File: config.mk
export PLATFORM = sky130hd
export DESIGN_NAME = breadboard_scanner
export DESIGN_NICKNAME = d
export VERILOG_FILES = /design/src/rtl/breadboard_pkg.sv /design/src/rtl/breadboard_golden.sv /design/src/rtl/breadboard_scanner.sv
export SDC_FILE = /design/constraint.sdc
export NUM_CORES = 1
export LEC_CHECK = 0
export BUFFER_PORTS_ARGS = -buffer_cell sky130_fd_sc_hd__buf_2
export CAP_MARGIN = 20
export CORE_AREA = 4 4 63 65
export DETAILED_ROUTE_END_ITERATION = 12
export DIE_AREA = 0 0 67 69
export MAX_ROUTING_LAYER = met4
export PLACE_DENSITY = 0.74
export SETUP_SLACK_MARGIN = 0.05
export SLEW_MARGIN = 10
export SYNTH_ARGS = -nofsm -noshare
export SYNTH_HDL_FRONTEND = slang
export SYNTH_SLANG_ARGS = --single-unit
File: constraint.sdc
create_clock -name clk -period 2.1 [get_ports clk]
set_input_delay 0.21 -clock clk [delete_from_list [all_inputs] [get_ports clk]]
set_output_delay 0.21 -clock clk [all_outputs]
set_load 0.01 [all_outputs]
File: src/rtl/breadboard_pkg.sv
// ----------------------------------------------------------------------------
// breadboard_pkg: FSM states, response bit layout and golden model of the block
// Revision: 1.0
// ----------------------------------------------------------------------------
`default_nettype none

package breadboard_pkg;

  localparam int RESP_W = 4;
  localparam int R2_BIT = 3;
  localparam int R3_BIT = 2;
  localparam int R4_BIT = 1;
  localparam int R7_BIT = 0;

  typedef enum logic [2:0] {
    ST_IDLE   = 3'd0,
    ST_DRIVE  = 3'd1,
    ST_SETTLE = 3'd2,
    ST_SAMPLE = 3'd3,
    ST_EMIT   = 3'd4,
    ST_FINISH = 3'd5
  } state_t;

  // v = {w,x,y,z}; result packed as {r2,r3,r4,r7}
  function automatic logic [RESP_W-1:0] golden_resp(input logic [3:0] v);
    logic [2:0]        pop;
    logic [RESP_W-1:0] r;
    pop = {2'b00, v[3]} + {2'b00, v[2]} + {2'b00, v[1]} + {2'b00, v[0]};
    r = '0;
    r[R2_BIT] = (pop >= 3'd3);
    r[R3_BIT] = (v[3] & v[0]) | (v[2] & v[1]);
    r[R4_BIT] = v[1] & v[0];
    r[R7_BIT] = (pop == 3'd2);
    return r;
  endfunction

endpackage

`default_nettype wire

File: src/rtl/breadboard_golden.sv
// ----------------------------------------------------------------------------
// breadboard_golden: combinational expected response for one input vector
// Revision: 1.0
// ----------------------------------------------------------------------------
`default_nettype none

module breadboard_golden
  import breadboard_pkg::*;
(
  input  logic [3:0]        i_vec,
  output logic [RESP_W-1:0] o_resp
);

  assign o_resp = golden_resp(i_vec);

endmodule

`default_nettype wire

File: src/rtl/breadboard_scanner.sv
// ----------------------------------------------------------------------------
// breadboard_scanner: sweeps vectors 0..15 into the breadboard, samples and
// checks the responses, streams per-vector results over valid/ready.
// Option: define BREADBOARD_SCANNER_SYNC_EN to add a 2-flop input synchronizer.
// Revision: 1.0
// ----------------------------------------------------------------------------
`default_nettype none

module breadboard_scanner
  import breadboard_pkg::*;
#(
  parameter int          SETTLE_CYC  = 4,
  parameter int unsigned STOP_ON_ERR = 0
) (
  input  logic              clk,
  input  logic              rst_n,
  input  logic              start,
  output logic              busy,
  output logic              done,
  output logic              drv_w,
  output logic              drv_x,
  output logic              drv_y,
  output logic              drv_z,
  input  logic              smp_r2,
  input  logic              smp_r3,
  input  logic              smp_r4,
  input  logic              smp_r7,
  output logic              out_valid,
  input  logic              out_ready,
  output logic [3:0]        out_idx,
  output logic [RESP_W-1:0] out_resp,
  output logic [RESP_W-1:0] out_exp,
  output logic              out_mismatch,
  output logic [4:0]        err_count,
  output logic              pass
);

  state_t            r_state;
  state_t            w_next;
  logic [3:0]        r_idx;
  logic [7:0]        r_cnt;
  logic [3:0]        r_drv;
  logic [RESP_W-1:0] r_resp;
  logic [RESP_W-1:0] r_exp;
  logic              r_mism;
  logic [4:0]        r_err;
  logic              r_pass;
  logic [RESP_W-1:0] w_smp_raw;
  logic [RESP_W-1:0] w_smp;
  logic [RESP_W-1:0] w_exp;
  logic              w_hs;
  logic              w_last;
  logic [4:0]        w_err_nxt;

  always_comb begin
    w_smp_raw         = '0;
    w_smp_raw[R2_BIT] = smp_r2;
    w_smp_raw[R3_BIT] = smp_r3;
    w_smp_raw[R4_BIT] = smp_r4;
    w_smp_raw[R7_BIT] = smp_r7;
  end

`ifdef BREADBOARD_SCANNER_SYNC_EN
  logic [RESP_W-1:0] r_sync1;
  logic [RESP_W-1:0] r_sync2;

  always_ff @(posedge clk or negedge rst_n) begin
    if (!rst_n) begin
      r_sync1 <= '0;
      r_sync2 <= '0;
    end else begin
      r_sync1 <= w_smp_raw;
      r_sync2 <= r_sync1;
    end
  end

  assign w_smp = r_sync2;
`else
  assign w_smp = w_smp_raw;
`endif

  breadboard_golden u_golden (
    .i_vec  (r_idx),
    .o_resp (w_exp)
  );

  assign w_hs      = (r_state == ST_EMIT) && out_ready;
  assign w_last    = (r_idx == 4'd15) || ((STOP_ON_ERR != 0) && r_mism);
  assign w_err_nxt = r_err + {4'd0, r_mism};

  always_ff @(posedge clk or negedge rst_n) begin
    if (!rst_n) r_state <= ST_IDLE;
    else        r_state <= w_next;
  end

  always_comb begin
    w_next = r_state;
    case (r_state)
      ST_IDLE:   if (start) w_next = ST_DRIVE;
      ST_DRIVE:  w_next = ST_SETTLE;
      ST_SETTLE: if (r_cnt == 8'd0) w_next = ST_SAMPLE;
      ST_SAMPLE: w_next = ST_EMIT;
      ST_EMIT:   if (w_hs) w_next = w_last ? ST_FINISH : ST_DRIVE;
      ST_FINISH: w_next = ST_IDLE;
      default:   w_next = ST_IDLE;
    endcase
  end

  always_comb begin
    busy      = 1'b0;
    done      = 1'b0;
    out_valid = 1'b0;
    case (r_state)
      ST_DRIVE, ST_SETTLE, ST_SAMPLE: busy = 1'b1;
      ST_EMIT: begin
        busy      = 1'b1;
        out_valid = 1'b1;
      end
      ST_FINISH: done = 1'b1;
      default: ;
    endcase
  end

  // Pass is captured on the final handshake so it is already valid alongside done.
  always_ff @(posedge clk or negedge rst_n) begin
    if (!rst_n) begin
      r_idx  <= '0;
      r_cnt  <= '0;
      r_drv  <= '0;
      r_resp <= '0;
      r_exp  <= '0;
      r_mism <= 1'b0;
      r_err  <= '0;
      r_pass <= 1'b0;
    end else begin
      case (r_state)
        ST_IDLE: if (start) begin
          r_err  <= '0;
          r_pass <= 1'b0;
          r_idx  <= '0;
        end
        ST_DRIVE: begin
          r_drv <= r_idx;
          r_cnt <= 8'(SETTLE_CYC - 1);
        end
        ST_SETTLE: if (r_cnt != 8'd0) r_cnt <= r_cnt - 8'd1;
        ST_SAMPLE: begin
          r_resp <= w_smp;
          r_exp  <= w_exp;
          r_mism <= (w_smp != w_exp);
        end
        ST_EMIT: if (w_hs) begin
          r_err <= w_err_nxt;
          if (w_last) r_pass <= (w_err_nxt == 5'd0) && (r_idx == 4'd15);
          else        r_idx  <= r_idx + 4'd1;
        end
        default: ;
      endcase
    end
  end

  assign {drv_w, drv_x, drv_y, drv_z} = r_drv;
  assign out_idx      = r_idx;
  assign out_resp     = r_resp;
  assign out_exp      = r_exp;
  assign out_mismatch = r_mism;
  assign err_count    = r_err;
  assign pass         = r_pass;

endmodule

`default_nettype wire

Word-level counts from Yosys, hierarchy flattened

Index checks and enable logic that the tools add are counted.

Bits in read-only memories: 0
Memories: 0
Logic and storage cells: 69
Flip-flop bits (word level): 34
Latch bits: 0
Bits in writable memories: 0
Bits of input ports: 8

Shifts and indexed selects: 0
Reductions and logical operators: 14
Equality and inequality tests: 14
Divide/modulo/power cells: 0
Multiply operators: 0
Add/subtract/negate cells: 6
$lt $le $gt $ge: 1
Bitwise logic cells: 4
Multiplexer cells: 21

Operators with widths:

| operator                                                           | count |
|---|---|
| 8-bit one-hot mux with 2 select lines                              | 1 |
| 3-bit one-hot mux with 5 select lines                              | 1 |
| 3-bit two-way mux                                                  | 4 |
| 4-bit two-way mux                                                  | 3 |
| 2-bit != test, second input constant                               | 6 |
| 5-bit two-way mux                                                  | 2 |
| 5-bit one-hot mux with 2 select lines                              | 1 |
| 3-bit by 2-bit == test with 1-bit output, second input constant    | 3 |
| 8-bit zero test                                                    | 1 |
| 8-bit two-way mux                                                  | 1 |
| 4-bit one-hot mux with 2 select lines                              | 1 |
| 4-bit AND reduction                                                | 2 |
| 8-bit nonzero test                                                 | 1 |
| 8-bit by 1-bit subtractor with 8-bit output, second input constant | 1 |
| 3-bit by 1-bit adder with 3-bit output                             | 2 |
| 3-bit == test, second input constant                               | 2 |
| 1-bit two-way mux                                                  | 6 |
| 3-bit AND reduction                                                | 2 |
| 5-bit by 1-bit adder with 5-bit output                             | 1 |
| 5-bit zero test                                                    | 1 |
| 4-bit by 1-bit adder with 4-bit output, second input constant      | 1 |
| 4-bit == test, second input constant                               | 1 |
| 4-bit != test                                                      | 1 |
| 2-bit nonzero test                                                 | 2 |
| other kinds (10)                                                   | 13 |

Depth between registers and ports, before layout

Depth after elaboration: 6
Mapped depth: 9
Mapped depth without buffers: 9

Modules after synthesis

A second synthesis with hierarchy kept.

Cells, all modules: 192
Area, all modules: 1891.8 µm²

By module, submodules not included:

| module             | sequential area each (µm²) | area each (µm²) | times used | cells each |
|---|---|---|---|---|
| breadboard_scanner | 850.8                      | 1800.5          | 1          | 179 |
| breadboard_golden  | 0.0                        | 91.3            | 1          | 13 |

Least setup slack after synthesis

OpenSTA, ideal clock, no wires.

Path kind: flip-flop to flip-flop
Start point: reg r_mism, in the netlist out_mismatch
End point: reg r_pass, in the netlist pass
Arrival: 1917 ps
Required time: 2036 ps
Setup time: 64 ps
Period minus slack after synthesis: 1982 ps
Cell stages (with the launch flop): 7
Path buffers: 0
Slack: 118 ps
Cells stage by stage: dfrtp_1 ha_1 ha_1 xor2_1 or4b_2 nor3_1 mux2_2

Cells in the longest elaborated chain, start to end: 6

RTL lines:

| what                                   | RTL line                  | RTL |
|---|---|---|
| start, declared                        | breadboard_scanner.sv:45  | `logic r_mism;` |
| start signal, assigned                 | breadboard_scanner.sv:150 | `r_mism <= (w_smp != w_exp);` |
| 5-bit by 1-bit adder with 5-bit output | breadboard_scanner.sv:89  | `assign w_err_nxt = r_err + {4'd0, r_mism};` |
| 5-bit zero test                        | breadboard_scanner.sv:154 | `if (w_last) r_pass <= (w_err_nxt == 5'd0) && (r_idx == 4'd15);` |
| 1-bit logical AND                      | breadboard_scanner.sv:154 |  |
| 1-bit two-way mux                      | breadboard_scanner.sv:154 |  |
| 1-bit two-way mux                      | breadboard_scanner.sv:152 | `ST_EMIT: if (w_hs) begin` |
| 1-bit one-hot mux with 2 select lines  | breadboard_scanner.sv:136 | `case (r_state)` |
| end signal, assigned                   | breadboard_scanner.sv:154 |  |
| end, declared                          | breadboard_scanner.sv:47  | `logic r_pass;` |

Every way passes these cells. The select of a mux whose other input is x is not followed.
A chain may end at the register's enable or synchronous reset.

Worst setup path in the final report

Same ends and word-level chain as after synthesis.

==> flow_summary.toml <==
[sta]
finalHoldViolations = 0
fin_worst_hold_slack_ps = 136
totalNegativeSetupSlack_ps = 0
timing.slew.headroom_pct = 49.6
final.setup_skew_ps = 6.15
max_freq_mhz = 508
timing.final.crit_period_ps = 1970
finalSetupViolCount = 0
worst_pin_slew_ps = 757
unrepaired_setup_endpoints_after_global_routing = "yes"
finalMaxSlewViolations = 0
finalCritPeriodShare_pct = 93.8

[route]
first_iter_violations = 76
route.detailed.wl_per_inst_um = 14.1
route.detailed.drc = 0
route.vias.total = 1497
drt-total-wl_um = 3860
first_pass_iters = 4
ant_nets = 0
routed_via_density = 5.46

[placed_design]
finalWeightedCongestion = 0.878
numPlacedInstances = 265
detailed_place_hpwl_um = 2910
post_dp_cell_area_um2 = 2060
io_buffer_count = 33

[status]
outcome = "complete, no violations"

[synth]
yosys_register_bits = 34
postSynthCellCount = 188
syn_area_per_cell_um2 = 9.74
synth_area_um2 = 1830
synth_warnings = 0
seq_area_frac_synth_pct = 46.4
post_synth_num_cell_types = 44
synth_fp_nets = 204

[cts]
cts.clk_slew.worst_paths_ps = 100
clock_sink_count = 34
tritoncts_clock_tree = "built"
ctsLongestPathBuffers = 2
root_buffer_cell = "sky130_fd_sc_hd__clkbuf_4"
clock_insertion_delay_worst_skew_ps = 330
htree_levels = 2
cts-buffers-inserted = 5

[global_routing]
globalRouteTotalUtil_pct = 19.3
antenna_found_initial = 0
global_route_wire_length_before_repair_um = 6800
grt_start_max_net_pins = 35
globalRoute.totalOverflow = 0
number_of_global_route_vias_before_repair = 1460

[worst_setup_path]
worst_ep_required_time_ps = 2380
rrSetupSlack_ps = 130
timing.critical_path.slowest_cell_delay_ps = 600
worst_r2r_startpoint = "out_mismatch"
worstSetupStartpointType = "register"
worst_setup_path_end = "pass"
critical_path_peak_fanout = 4
cells_along_the_critical_path = "ha_2 -> ha_2 -> xor2_1 -> or4b_2 -> nor3_1 -> mux2_2"
critical_path_arrival_ps = 2250
r2r_end = "pass"
r2r.worst_path.cells = 6
critical-path-slowest-cell = "sky130_fd_sc_hd__or4b_2"
crit_path_end_kind = "register"
crit_top_cell = "sky130_fd_sc_hd__ha_2"
startpoint = "out_mismatch"
critical_path_class = "register to register"

[finish]
final_layout_size_suffix_gt1_share_pct = 27.2
nets = 244
layout_commonest_cell = "sky130_fd_sc_hd__dfrtp_1"
flow.area_growth_from_synthesis_pct = 16.8
fin_area_um2 = 2140
layout_common_cells = "sky130_fd_sc_hd__dfrtp_1 (34), sky130_fd_sc_hd__buf_2 (33), sky130_fd_sc_hd__nand2_1 (32)"
fillers = 307
layout.cells.non_filler = 274
number_of_antenna_repair_diodes = 0
postLayoutCoreUtil_pct = 64.1

[power]
power.density_nw_per_um2 = 1150
leakagePower_nw = 1.11
combPwrFrac_pct = 43.7
clockPowerShare_pct = 13.6
vdd_ir_drop_max_mv = 0.743
pwr-share-seq_pct = 42.7
switching_share_pct = 41.5
power.internal_w = 0.00143
power.switching_w = 0.00102

[floorplan]
die_height_um = 69
std_cell_rows = 21
initial_core_util_pct = 54.9
floorplan.die.width_um = 67
ios = 34
floorplan.die_area_um2 = 4620
core_um2 = 3340

[worst_hold_path]
min-delay-path-class = "input port to register"

[job]
max_cap_viol_count = 0
==> through the flow <==
stage / power (W) / worst slack [ps]
floorplan: 0.00177 / 118
global placement: 0.00206 / 121
detailed placement: 0.00211 / 58.7
CTS: 0.00245 / 90.7
global route: 0.00267 / 3.03
finish: 0.00245 / 131
==> power groups by stage <==
stage                     Clock, W  Sequential [W]  Combinational, W
after global placement           0         0.00104           0.00102
final                     0.000334         0.00105           0.00107
after CTS                 0.000345         0.00104           0.00107
after floorplan                  0         0.00103          0.000742
after detailed placement         0         0.00105           0.00106
after global routing      0.000373         0.00109           0.00121
==> how the worst min path moves through the flow <==
stage            from      endpoint  cells after the start  slack [ps]
2_1_floorplan   rst_n  err_count[0]                      0         -90
3_3_place_gp    rst_n  err_count[4]                      1         320
3_5_place_dp    rst_n  err_count[4]                      1         320
4_1_cts        smp_r4   out_resp[1]                      2         120
5_1_grt        smp_r4   out_resp[1]                      2         120
6_report       smp_r4   out_resp[1]                      2         140
==> per-layer routing <==
metal | vias to the layer above | GRT usage (%) | routed length, um
li1 | 742 | - | -
met1 | 713 | 26.0 | 1790
met2 | 34 | 28.4 | 1810
met3 | 8 | 5.68 | 209
met4 | 0 | 5.18 | 50
met5 | - | - | 0
==> worst max-delay path, delay by kind of cell, from the launching register on <==
family	cells	cell delay, ps
muxes	1	160
and+or+nand+nor	2	780
DFF	1	410
adders and majority gates	2	410
xor gates and xnor gates	1	140
==> synth_stat cells <==
| cell | instances | area share [%] |
|---|---|---|
| sky130_fd_sc_hd__dfrtp_1 | 34 | 46 |
| sky130_fd_sc_hd__nand2_1 | 32 | 6.6 |
| sky130_fd_sc_hd__inv_1 | 10 | 2.0 |
| sky130_fd_sc_hd__nor2_1 | 9 | 1.8 |
| sky130_fd_sc_hd__nor3_1 | 9 | 2.5 |
| sky130_fd_sc_hd__o21ai_0 | 8 | 2.2 |
| sky130_fd_sc_hd__a21oi_1 | 7 | 1.9 |
| sky130_fd_sc_hd__ha_1 | 7 | 4.8 |
| sky130_fd_sc_hd__mux2i_1 | 7 | 3.8 |
| sky130_fd_sc_hd__mux2_2 | 6 | 3.7 |
| sky130_fd_sc_hd__clkbuf_1 | 4 | 0.82 |
| sky130_fd_sc_hd__nand3_1 | 4 | 1.1 |
| sky130_fd_sc_hd__xnor2_1 | 4 | 1.9 |
| sky130_fd_sc_hd__a31oi_1 | 3 | 1.0 |
| sky130_fd_sc_hd__and3_1 | 3 | 1.0 |
| sky130_fd_sc_hd__nor3b_1 | 3 | 1.2 |
| sky130_fd_sc_hd__xor2_1 | 3 | 1.4 |
| sky130_fd_sc_hd__a22o_1 | 2 | 0.96 |
| sky130_fd_sc_hd__a31o_2 | 2 | 0.96 |
| sky130_fd_sc_hd__and2_1 | 2 | 0.68 |
| sky130_fd_sc_hd__nand2b_1 | 2 | 0.68 |
| sky130_fd_sc_hd__nor2b_1 | 2 | 0.68 |
| sky130_fd_sc_hd__o41ai_1 | 2 | 0.96 |
| sky130_fd_sc_hd__or4_1 | 2 | 0.82 |
| sky130_fd_sc_hd__or4b_2 | 2 | 1.1 |
| sky130_fd_sc_hd__a2111oi_0 | 1 | 0.48 |
| sky130_fd_sc_hd__a21oi_2 | 1 | 0.48 |
| sky130_fd_sc_hd__a22oi_1 | 1 | 0.41 |
| sky130_fd_sc_hd__a311oi_1 | 1 | 0.48 |
| sky130_fd_sc_hd__a41o_1 | 1 | 0.55 |
| sky130_fd_sc_hd__and3b_1 | 1 | 0.48 |
| sky130_fd_sc_hd__buf_1 | 1 | 0.20 |
| sky130_fd_sc_hd__buf_2 | 1 | 0.27 |
| sky130_fd_sc_hd__buf_4 | 1 | 0.41 |
| sky130_fd_sc_hd__fa_1 | 1 | 1.1 |
| sky130_fd_sc_hd__nand3b_1 | 1 | 0.41 |
| sky130_fd_sc_hd__nand4_1 | 1 | 0.34 |
| sky130_fd_sc_hd__nor2_2 | 1 | 0.34 |
| sky130_fd_sc_hd__nor4b_1 | 1 | 0.48 |
| sky130_fd_sc_hd__o22ai_1 | 1 | 0.34 |
| sky130_fd_sc_hd__o311ai_0 | 1 | 0.48 |
| sky130_fd_sc_hd__or3b_2 | 1 | 0.48 |
| sky130_fd_sc_hd__or3b_4 | 1 | 0.61 |
| sky130_fd_sc_hd__or4b_1 | 1 | 0.55 |
==> flip-flops by register name, indices dropped and copies added, names as in the netlist <==
signal,count
out_mismatch,1
out_exp,4
r_cnt,8
out_resp,4
r_state,3
out_idx,4
r_drv,4
err_count,5
pass,1
==> logic make-up after synthesis <==
kind of cell / share of synthesized area [%]
compound gates: 11.2
xor+xnor: 3.35
fa+ha+maj: 5.87
flops: 46.4
simple gates: 21.9
mux: 7.51
buf+inv: 3.76
==> layout make-up <==
type | count | area (um^2) | area share (%)
well taps | 46 | 57.6 | 2.69
inverters | 10 | 37.5 | 1.75
flip-flops and latches | 34 | 851 | 39.8
repair buffers | 40 | 220 | 10.3
clock buffers | 7 | 45.0 | 2.11
multi-input cells | 137 | 928 | 43.4
==> repair_timing <==
action / 4_1_cts / 5_1_grt
setup endpoints to repair: 1 / 4
resized for setup: 1 / 3
setup buffers: 0 / 1
endpoints found under the hold margin: 34 / 0
hold buffers: 1 / 0
No activity file was read; power rests on OpenSTA's default activity.
